File: src/rtl/breadboard_pkg.sv
// Shared definitions for the breadboard pmod blocks (button input stage and
// score shift-register output stage).
//   - tx_state_t   : state encoding of the score serializer
//   - SCORE_W      : default score word width (two 8-bit '595s)
//   - PMOD_CLK_DIV : default clk cycles per shift-clock half-period
//   - PMOD_*_IDX   : pmod pin indices used by the top-level pin assignment
package breadboard_pkg;

   localparam int unsigned SCORE_W      = 16;
   localparam int unsigned PMOD_CLK_DIV = 50;

   localparam logic [1:0] ST_IDLE     = 2'd0;
   localparam logic [1:0] ST_SETUP    = 2'd1;
   localparam logic [1:0] ST_SHIFT_HI = 2'd2;
   localparam logic [1:0] ST_LATCH    = 2'd3;

   typedef enum logic [1:0] {
      IDLE     = ST_IDLE,
      SETUP    = ST_SETUP,
      SHIFT_HI = ST_SHIFT_HI,
      LATCH    = ST_LATCH
   } tx_state_t;

   // Output side: 74HC595 chain
   localparam int unsigned PMOD_SER_IDX   = 0;
   localparam int unsigned PMOD_SRCLK_IDX = 1;
   localparam int unsigned PMOD_RCLK_IDX  = 2;
   localparam int unsigned PMOD_OE_N_IDX  = 3;
   // Input side: breadboard buttons
   localparam int unsigned PMOD_BTN_UP0_IDX = 4;
   localparam int unsigned PMOD_BTN_DN0_IDX = 5;
   localparam int unsigned PMOD_BTN_UP1_IDX = 6;
   localparam int unsigned PMOD_BTN_DN1_IDX = 7;

endpackage

File: src/rtl/breadboard_score_tx.sv
// Score serializer for a 74HC595 chain on the breadboard pmod.
// A one-cycle load captures data; the word is shifted MSB first on
// pmod_ser/pmod_srclk, then pmod_rclk latches it and done pulses once.
// Ports:
//   clk, rst_n       : system clock, asynchronous active-low reset
//   load, data       : start request (IDLE only) and the word to send
//   busy, done       : frame in progress / one-cycle completion pulse
//   pmod_ser         : '595 SER
//   pmod_srclk       : '595 SRCLK (SER sampled on rising edge)
//   pmod_rclk        : '595 RCLK (storage latch)
//   pmod_oe_n        : '595 OE_n, held high until the first latch completes
module breadboard_score_tx
   import breadboard_pkg::*;
#(
   parameter int unsigned DATA_W  = SCORE_W,
   parameter int unsigned CLK_DIV = PMOD_CLK_DIV
) (
   input  logic              clk,
   input  logic              rst_n,
   input  logic              load,
   input  logic [DATA_W-1:0] data,
   output logic              busy,
   output logic              done,
   output logic              pmod_ser,
   output logic              pmod_srclk,
   output logic              pmod_rclk,
   output logic              pmod_oe_n
);

   localparam int unsigned DIV_W = $clog2(CLK_DIV) + 1;
   localparam int unsigned BIT_W = $clog2(DATA_W) + 1;
   localparam logic [DIV_W-1:0] LAST_DIV = DIV_W'(CLK_DIV - 1);
   localparam logic [BIT_W-1:0] LAST_BIT = BIT_W'(DATA_W - 1);

   tx_state_t         state;
   logic [DATA_W-1:0] shreg;
   logic [DIV_W-1:0]  div_cnt;
   logic [BIT_W-1:0]  bit_cnt;
   logic              div_last;

   assign div_last = (div_cnt == LAST_DIV);

   always_ff @(posedge clk or negedge rst_n) begin
      if (!rst_n) begin
         state      <= IDLE;
         shreg      <= '0;
         div_cnt    <= '0;
         bit_cnt    <= '0;
         busy       <= 1'b0;
         done       <= 1'b0;
         pmod_ser   <= 1'b0;
         pmod_srclk <= 1'b0;
         pmod_rclk  <= 1'b0;
         pmod_oe_n  <= 1'b1;
      end else begin
         done <= 1'b0;
         case (state)
            IDLE: begin
               if (load) begin
                  shreg    <= data;
                  pmod_ser <= data[DATA_W-1];
                  busy     <= 1'b1;
                  bit_cnt  <= '0;
                  div_cnt  <= '0;
                  state    <= SETUP;
               end
            end
            SETUP: begin
               if (div_last) begin
                  div_cnt    <= '0;
                  pmod_srclk <= 1'b1;
                  state      <= SHIFT_HI;
               end else begin
                  div_cnt <= div_cnt + DIV_W'(1);
               end
            end
            SHIFT_HI: begin
               if (div_last) begin
                  div_cnt    <= '0;
                  pmod_srclk <= 1'b0;
                  if (bit_cnt == LAST_BIT) begin
                     pmod_rclk <= 1'b1;
                     state     <= LATCH;
                  end else begin
                     // SER moves together with the srclk falling edge, giving
                     // a full SETUP phase of setup time before the next rise.
                     shreg    <= {shreg[DATA_W-2:0], 1'b0};
                     pmod_ser <= shreg[DATA_W-2];
                     bit_cnt  <= bit_cnt + BIT_W'(1);
                     state    <= SETUP;
                  end
               end else begin
                  div_cnt <= div_cnt + DIV_W'(1);
               end
            end
            LATCH: begin
               if (div_last) begin
                  div_cnt   <= '0;
                  pmod_rclk <= 1'b0;
                  busy      <= 1'b0;
                  done      <= 1'b1;
                  pmod_oe_n <= 1'b0;
                  state     <= IDLE;
               end else begin
                  div_cnt <= div_cnt + DIV_W'(1);
               end
            end
            default: state <= IDLE;
         endcase
      end
   end

endmodule

File: config.mk
export PLATFORM = sky130hd
export DESIGN_NAME = breadboard_score_tx
export DESIGN_NICKNAME = d
export VERILOG_FILES = /design/src/rtl/breadboard_pkg.sv /design/src/rtl/breadboard_score_tx.sv
export SDC_FILE = /design/constraint.sdc
export NUM_CORES = 1
export LEC_CHECK = 0
export CORE_ASPECT_RATIO = 1.5
export CORE_MARGIN = 3
export CORE_UTILIZATION = 55
export DETAILED_ROUTE_END_ITERATION = 12
export PLACE_DENSITY_LB_ADDON = 0.08
export REMOVE_ABC_BUFFERS = 1
export SYNTH_ARGS = -nofsm -noshare
export SYNTH_HDL_FRONTEND = slang
export SYNTH_SLANG_ARGS = --single-unit
File: constraint.sdc
create_clock -name clk -period 5.04 [get_ports clk]
set_input_delay 0.504 -clock clk [delete_from_list [all_inputs] [get_ports clk]]
set_output_delay 0.504 -clock clk [all_outputs]
set_load 0.02 [all_outputs]
== Word level (Yosys, flattened, before mapping) ==
Index checks and enable logic that the tools add are counted.
Widths: inputs -> output; s select.

* $add $sub $neg: 2
* Multiply operators: 0
* Div/mod/pow operators: 0
* $lt $le $gt $ge: 0
* Equality and inequality tests: 11
* Shift operators: 0
* Multiplexer cells: 31
* Bitwise operators: 0
* Reduce and logical (&&, ||, !) cells: 12

{| class="wikitable"
|+ Operator list
! kind !! number
|-
| $mux 15 || 3
|-
| $pmux 15 s2 || 1
|-
| $mux 5 || 3
|-
| $mux 7 || 2
|-
| $pmux 7 s2 || 1
|-
| $ne 2x2->1 const B || 6
|-
| $reduce_and 4->1 || 3
|-
| $mux 1 || 10
|-
| $mux 2 || 5
|-
| $pmux 5 s2 || 1
|-
| $pmux 1 s2 || 4
|-
| $pmux 2 s4 || 1
|-
| $reduce_bool 2->1 || 4
|-
| $add 7x1->7 const B || 1
|-
| $eq 7x6->1 const B || 1
|-
| $reduce_and 3->1 || 2
|-
| $add 5x1->5 const B || 1
|-
| $eq 5x4->1 const B || 1
|-
| $eq 2x2->1 const B || 2
|-
| $reduce_or 3->1 || 1
|-
| $eq 2x1->1 const B || 1
|-
| $logic_not 2->1 || 1
|-
| $reduce_and 2->1 || 1
|}

* Register bits after elaboration: 35
* Latch bits: 0
* Bits in writable memories: 0
* Bits in read-only memories: 0
* Input port bits: 19
* Output and inout bits: 6
* Word-level logic and storage cells: 66
* Memories: 0

== Logic depth before layout (Yosys ltp) ==
* Depth in word-level cells: 4
* Gate-level depth with buffers: 8
* Depth with buffers taken out: 7

== Least setup slack after synthesis ==
OpenSTA, ideal clock, no wires.

* Kind: register -> register
* Start: register bit_cnt[0]
* End: register bit_cnt[0]
* Library setup time: 0.125 ns
* Arrival: 1.896 ns
* Data required time: 4.915 ns
* Slack: 3.019 ns
* Cell stages (with the launch flop): 8
* Buffers on the path: 0
* Period minus slack after synthesis: 2.021 ns
* Cells stage by stage: dfrtp_1 > ha_1 > and3_1 > ha_1 > nand2b_1 > a21oi_1 > o21ai_2 > mux2_2

* Longest elaborated chain between the ends: 4
* Elaborated cells between the ends (all ways): 7
* Classes of those cells: add/sub (1); eq/ne (2); mux (3); reduce/logical (1)

{| class="wikitable"
|+ RTL lines
! element !! line !! RTL
|-
| start: declaration || breadboard_score_tx.sv:38 || <nowiki>logic [BIT_W-1:0] bit_cnt;</nowiki>
|-
| start signal: assignment || breadboard_score_tx.sv:89 || <nowiki>bit_cnt <= bit_cnt + BIT_W'(1);</nowiki>
|-
| $add 5x1->5 || breadboard_score_tx.sv:89 ||
|-
| $mux 5 || breadboard_score_tx.sv:81 || <nowiki>if (bit_cnt == LAST_BIT) begin</nowiki>
|-
| $mux 5 || breadboard_score_tx.sv:78 || <nowiki>if (div_last) begin</nowiki>
|-
| $pmux 5 s2 || breadboard_score_tx.sv:57 || <nowiki>case (state)</nowiki>
|}

Parallel ways exist; a longest one is shown, timed or not. The select of a mux whose other input is x is not followed.
A chain may end at the register's enable or synchronous reset.

== Worst setup path in the final report ==
* Start: register bit_cnt[0]
* End: register shreg[7]

* Longest elaborated chain between the ends: 3

{| class="wikitable"
|+ RTL lines
! element !! line !! RTL
|-
| $eq 5x4->1 || breadboard_score_tx.sv:81 ||
|-
| $ne 2x2->1 (no line) || - ||
|-
| $reduce_and 4->1 (no line) || - ||
|-
| end signal: assignment || breadboard_score_tx.sv:60 || <nowiki>shreg <= data;</nowiki>
|-
| end signal: assignment || breadboard_score_tx.sv:87 || <nowiki>shreg <= {shreg[DATA_W-2:0], 1'b0};</nowiki>
|-
| end: declaration || breadboard_score_tx.sv:36 || <nowiki>logic [DATA_W-1:0] shreg;</nowiki>
|}

No other way between the ends.

==> run_results.csv <==
group,metric,value,unit
critical_path,path_depth,7,
yosys,yosysUniqueCellTypes,39,
power_and_ir_drop,power.share.sequential,0.553,
critical_path,path_cells,"ha_1 -> and3_1 -> ha_1 -> nand2b_1 -> a21o_1 -> a21oi_4 -> a2bb2oi_1",
yosys,ys_seq_area_frac,0.5196,
critical_path,endpoint,"shreg[7]",
yosys,syn_inst,157,
power_and_ir_drop,power_leakage,0.8817,nW
placement,dp_cells,214,
detailed_routing,dr_total_vias,1355,
placement,placed_area,1949,sq um
global_routing,grt_start_max_net_pins,36,
global_routing,antenna_found_initial,0,
clock_tree,root_buffer,"clkbuf_8",
clock_tree,cts.htree.levels,2,
sta,setup_slack,2.824,ns
layout,fin_util,0.7006,
yosys,synth-async-reset-ratio,1.000,
clock_tree,clock_sinks,35,
sta,rsz0062_at_grt,"false",
clock_tree,clkTransAtPathRegs,0.07,ns
critical_path,rrSetupSlack,2.82,ns
detailed_routing,drc,0,
outcome,status,"completed",
clock_tree,clk_latency,0.28,ns
layout,fillers,235,
hold_path,holdCritPathClass,"flip-flop to flip-flop",
layout,stdcell_area,2041,sq um
clock_tree,clockBufferDepth,2,
clock_tree,postCtsSetupBuffers,0,
placement,io_buffers,24,
clock_tree,numCtsBuffers,5,
detailed_routing,wire_per_inst,16.01,microns
floorplanning,dieArea,3783,sq um
critical_path,cp-end-kind,"flip-flop",
sta,max_freq,451.2,MHz
layout,seq_area,877.1,sq um
layout,finalNetCount,205,
power_and_ir_drop,clock_power_share,0.396,
power_and_ir_drop,internal-power,407.1,uW
sta,slew_violations,0,
layout,stdcell_count,222,
layout,drive_gt1_frac,0.09836,
detailed_routing,viasPerCell,6.104,
power_and_ir_drop,power_density,249.0,nW/um^2
floorplanning,start_util,0.5795,
global_routing,grt_usage,0.2098,
detailed_routing,firstDrtPassIters,5,
critical_path,crit_top_cell,"ha_1",
critical_path,reg2regPathDepth,7,
floorplanning,fp.coreArea,2913,sq um
detailed_routing,postRouteWirelength,3555,microns
clock_tree,ctsResizeCount,0,
power_and_ir_drop,swShare,0.1986,
layout,diodes,0,
yosys,synth-edff-count,0,
floorplanning,io_pins,25,
yosys,ys.flop_type,"dfrtp_1",
critical_path,critical_path_class,"flip-flop to flip-flop",
placement,gp_congestion,0.8045,
sta,skew,0.006095,ns
power_and_ir_drop,power_switching,100.9,uW
critical_path,worst-path-max-fanout,16,
sta,final-setup-viol-count,0,
yosys,ys_ff_latch,35,
critical_path,cp_slowest_cell,"dfrtp_1",
power_and_ir_drop,combPwrFrac,0.051,
critical_path,worst_setup_path_start_kind,"flip-flop",
sta,slew_headroom,0.6028,
clock_tree,cts_tree,"yes",
yosys,synth_warnings,0,
yosys,syn_area,1688,sq um
floorplanning,die_height,73.85,microns
critical_path,r2r_end,"shreg[7]",
detailed_routing,drt.antenna.violating_nets,0,
yosys,post-synth-top-area-cell,"dfrtp_1",
placement,post-place-ws,2.872,ns
job,maxCapViolCount,0,
power_and_ir_drop,vdd_drop_max,0.2305,mV
yosys,synth.top_cell.area_share,0.5041,
sta,fin_setup_tns,0,ns
detailed_routing,drt_iter0_markers,75,
sta,period_needed,2.216,ns
critical_path,cpPeakStageDelay,0.40,ns
floorplanning,die_w,51.23,microns
sta,period_share,0.4397,
yosys,avgSynthCellArea,10.75,sq um
critical_path,worst-path-buf-inv,0,
sta,worst_pin_slew,0.5937,ns
critical_path,crit_family,"compound AO/OA/AOI/OAI gates",
critical_path,worst_r2r_startpoint,"bit_cnt[0]",
sta,hold_violations,0,
layout,multiInputGateArea,745.7,sq um
global_routing,grt_remaining_overflow,0,
placement,place_hpwl,2505,microns
yosys,ys_top_cells_by_area,"dfrtp_1, a2bb2oi_1, o22ai_1, o21ai_0, ha_1",
clock_tree,postCtsHoldBufs,0,
global_routing,first_global_vias,1372,
critical_path,cp.arrival,2.41,ns
critical_path,worstPathRequired,5.23,ns
layout,area_delta_synth_final,20.90,%
critical_path,critPathLaunch,"bit_cnt[0]",
global_routing,grt_pass1_wl,6085,microns
floorplanning,rows,24,
[cells in the final DEF, fill, tap and decap left out]
cell and instances:
dfrtp_1 34, clkdlybuf4s50_1 24, o22ai_1 15, a2bb2oi_1 15
o21ai_0 13, nor2_1 8, a21oi_1 6, nand2_1 6
clkbuf_8 6, nand2b_1 5, inv_1 4, nand3_1 4
nor2b_1 4, o31ai_1 4, ha_1 4, a31oi_1 3
buf_4 3, and3_1 2, nand3b_1 2, nor3_1 2
and2_0 1, nor4b_4 1, nand2_2 1, a21o_1 1
a21oi_4 1, nand3_2 1, and2_1 1, nand4_1 1
xor2_1 1, o32ai_2 1, o21ai_2 1, a32o_1 1
nor4_1 1, a22o_1 1, mux2_2 1, a22oi_1 1
clkbuf_1 1, clkinv_2 1, dfstp_2 1
[worst register-to-register path, delay by kind of cell (launching register included)]
family	cells	cell delay, ns
flops	1	0.40
compound gates	3	0.85
simple gates	2	0.39
fa+ha+maj	2	0.50
[synthesized netlist by cell type, drive strengths merged (2+ instances only)]
master,number
a21oi,7
a2bb2oi,15
a31oi,3
and2,2
and3,2
buf,7
clkbuf,2
dfrtp,34
ha,4
inv,4
nand2,7
nand2b,5
nand3,5
nand3b,2
nor2,8
nor2b,4
nor3,2
o21ai,14
o22ai,15
o31ai,4
[routing by layer]
layer / GRT usage / routed length [microns] / vias up
li1: - / - / 643
met1: 0.2477 / 1521 / 662
met2: 0.3630 / 1806 / 37
met3: 0.05071 / 152 / 13
met4: 0.08455 / 74 / 0
met5: 0 / 0 / -
[layout make-up]
cell class / instances / share of cell area
clock buffers: 7 / 0.04231
well taps: 39 / 0.02391
multi-input cells: 109 / 0.3654
clock inverters: 1 / 0.002452
inverters: 4 / 0.007357
flip-flops and latches: 35 / 0.4298
repair buffers: 27 / 0.1288
[kinds of logic (layout without fill, tap and decap cells)]
group	Yosys count	in the layout	share of synthesized area
DFF	35	35	0.5196
AOI/OAI and AO/OA	63	63	0.2632
xor gates and xnor gates	1	1	0.005190
buffers and inverters	13	39	0.03855
muxes	1	1	0.006671
and+or+nand+nor	40	40	0.1371
adders and majority gates	4	4	0.02965
[flip-flops by register name, indices dropped and copies added, names as in the netlist]
name,flops
shreg,15
pmod_rclk,1
done,1
pmod_ser,1
state,2
pmod_oe_n,1
div_cnt,7
busy,1
bit_cnt,5
pmod_srclk,1
[power groups by stage]
stage	Combinational (mW)	Sequential, mW	Clock, mW
floorplan	0.00528	0.286	0
global placement	0.0259	0.286	0
detailed placement	0.0264	0.286	0
CTS	0.0264	0.281	0.207
global route	0.0286	0.281	0.218
finish	0.0261	0.281	0.201
[metrics by stage]
step	total power [mW]	hold slack [ns]
after detailed placement	0.3125	0.4777
after CTS	0.5147	0.4895
after global routing	0.5270	0.5041
final	0.5080	0.4865
after global placement	0.3120	0.4749
after floorplan	0.2915	0.2084
[how the worst min path moves through the flow]
stage	start	slack, ns	endpoint	cells past startpoint
finish	pmod_oe_n	0.49	pmod_oe_n	1
global route	pmod_oe_n	0.50	pmod_oe_n	1
CTS	pmod_oe_n	0.49	pmod_oe_n	1
detailed placement	pmod_oe_n	0.48	pmod_oe_n	1
global placement	pmod_oe_n	0.47	pmod_oe_n	1
floorplan	rst_n	0.21	bit_cnt[0]	0
Power figures use the tool's default switching activity.
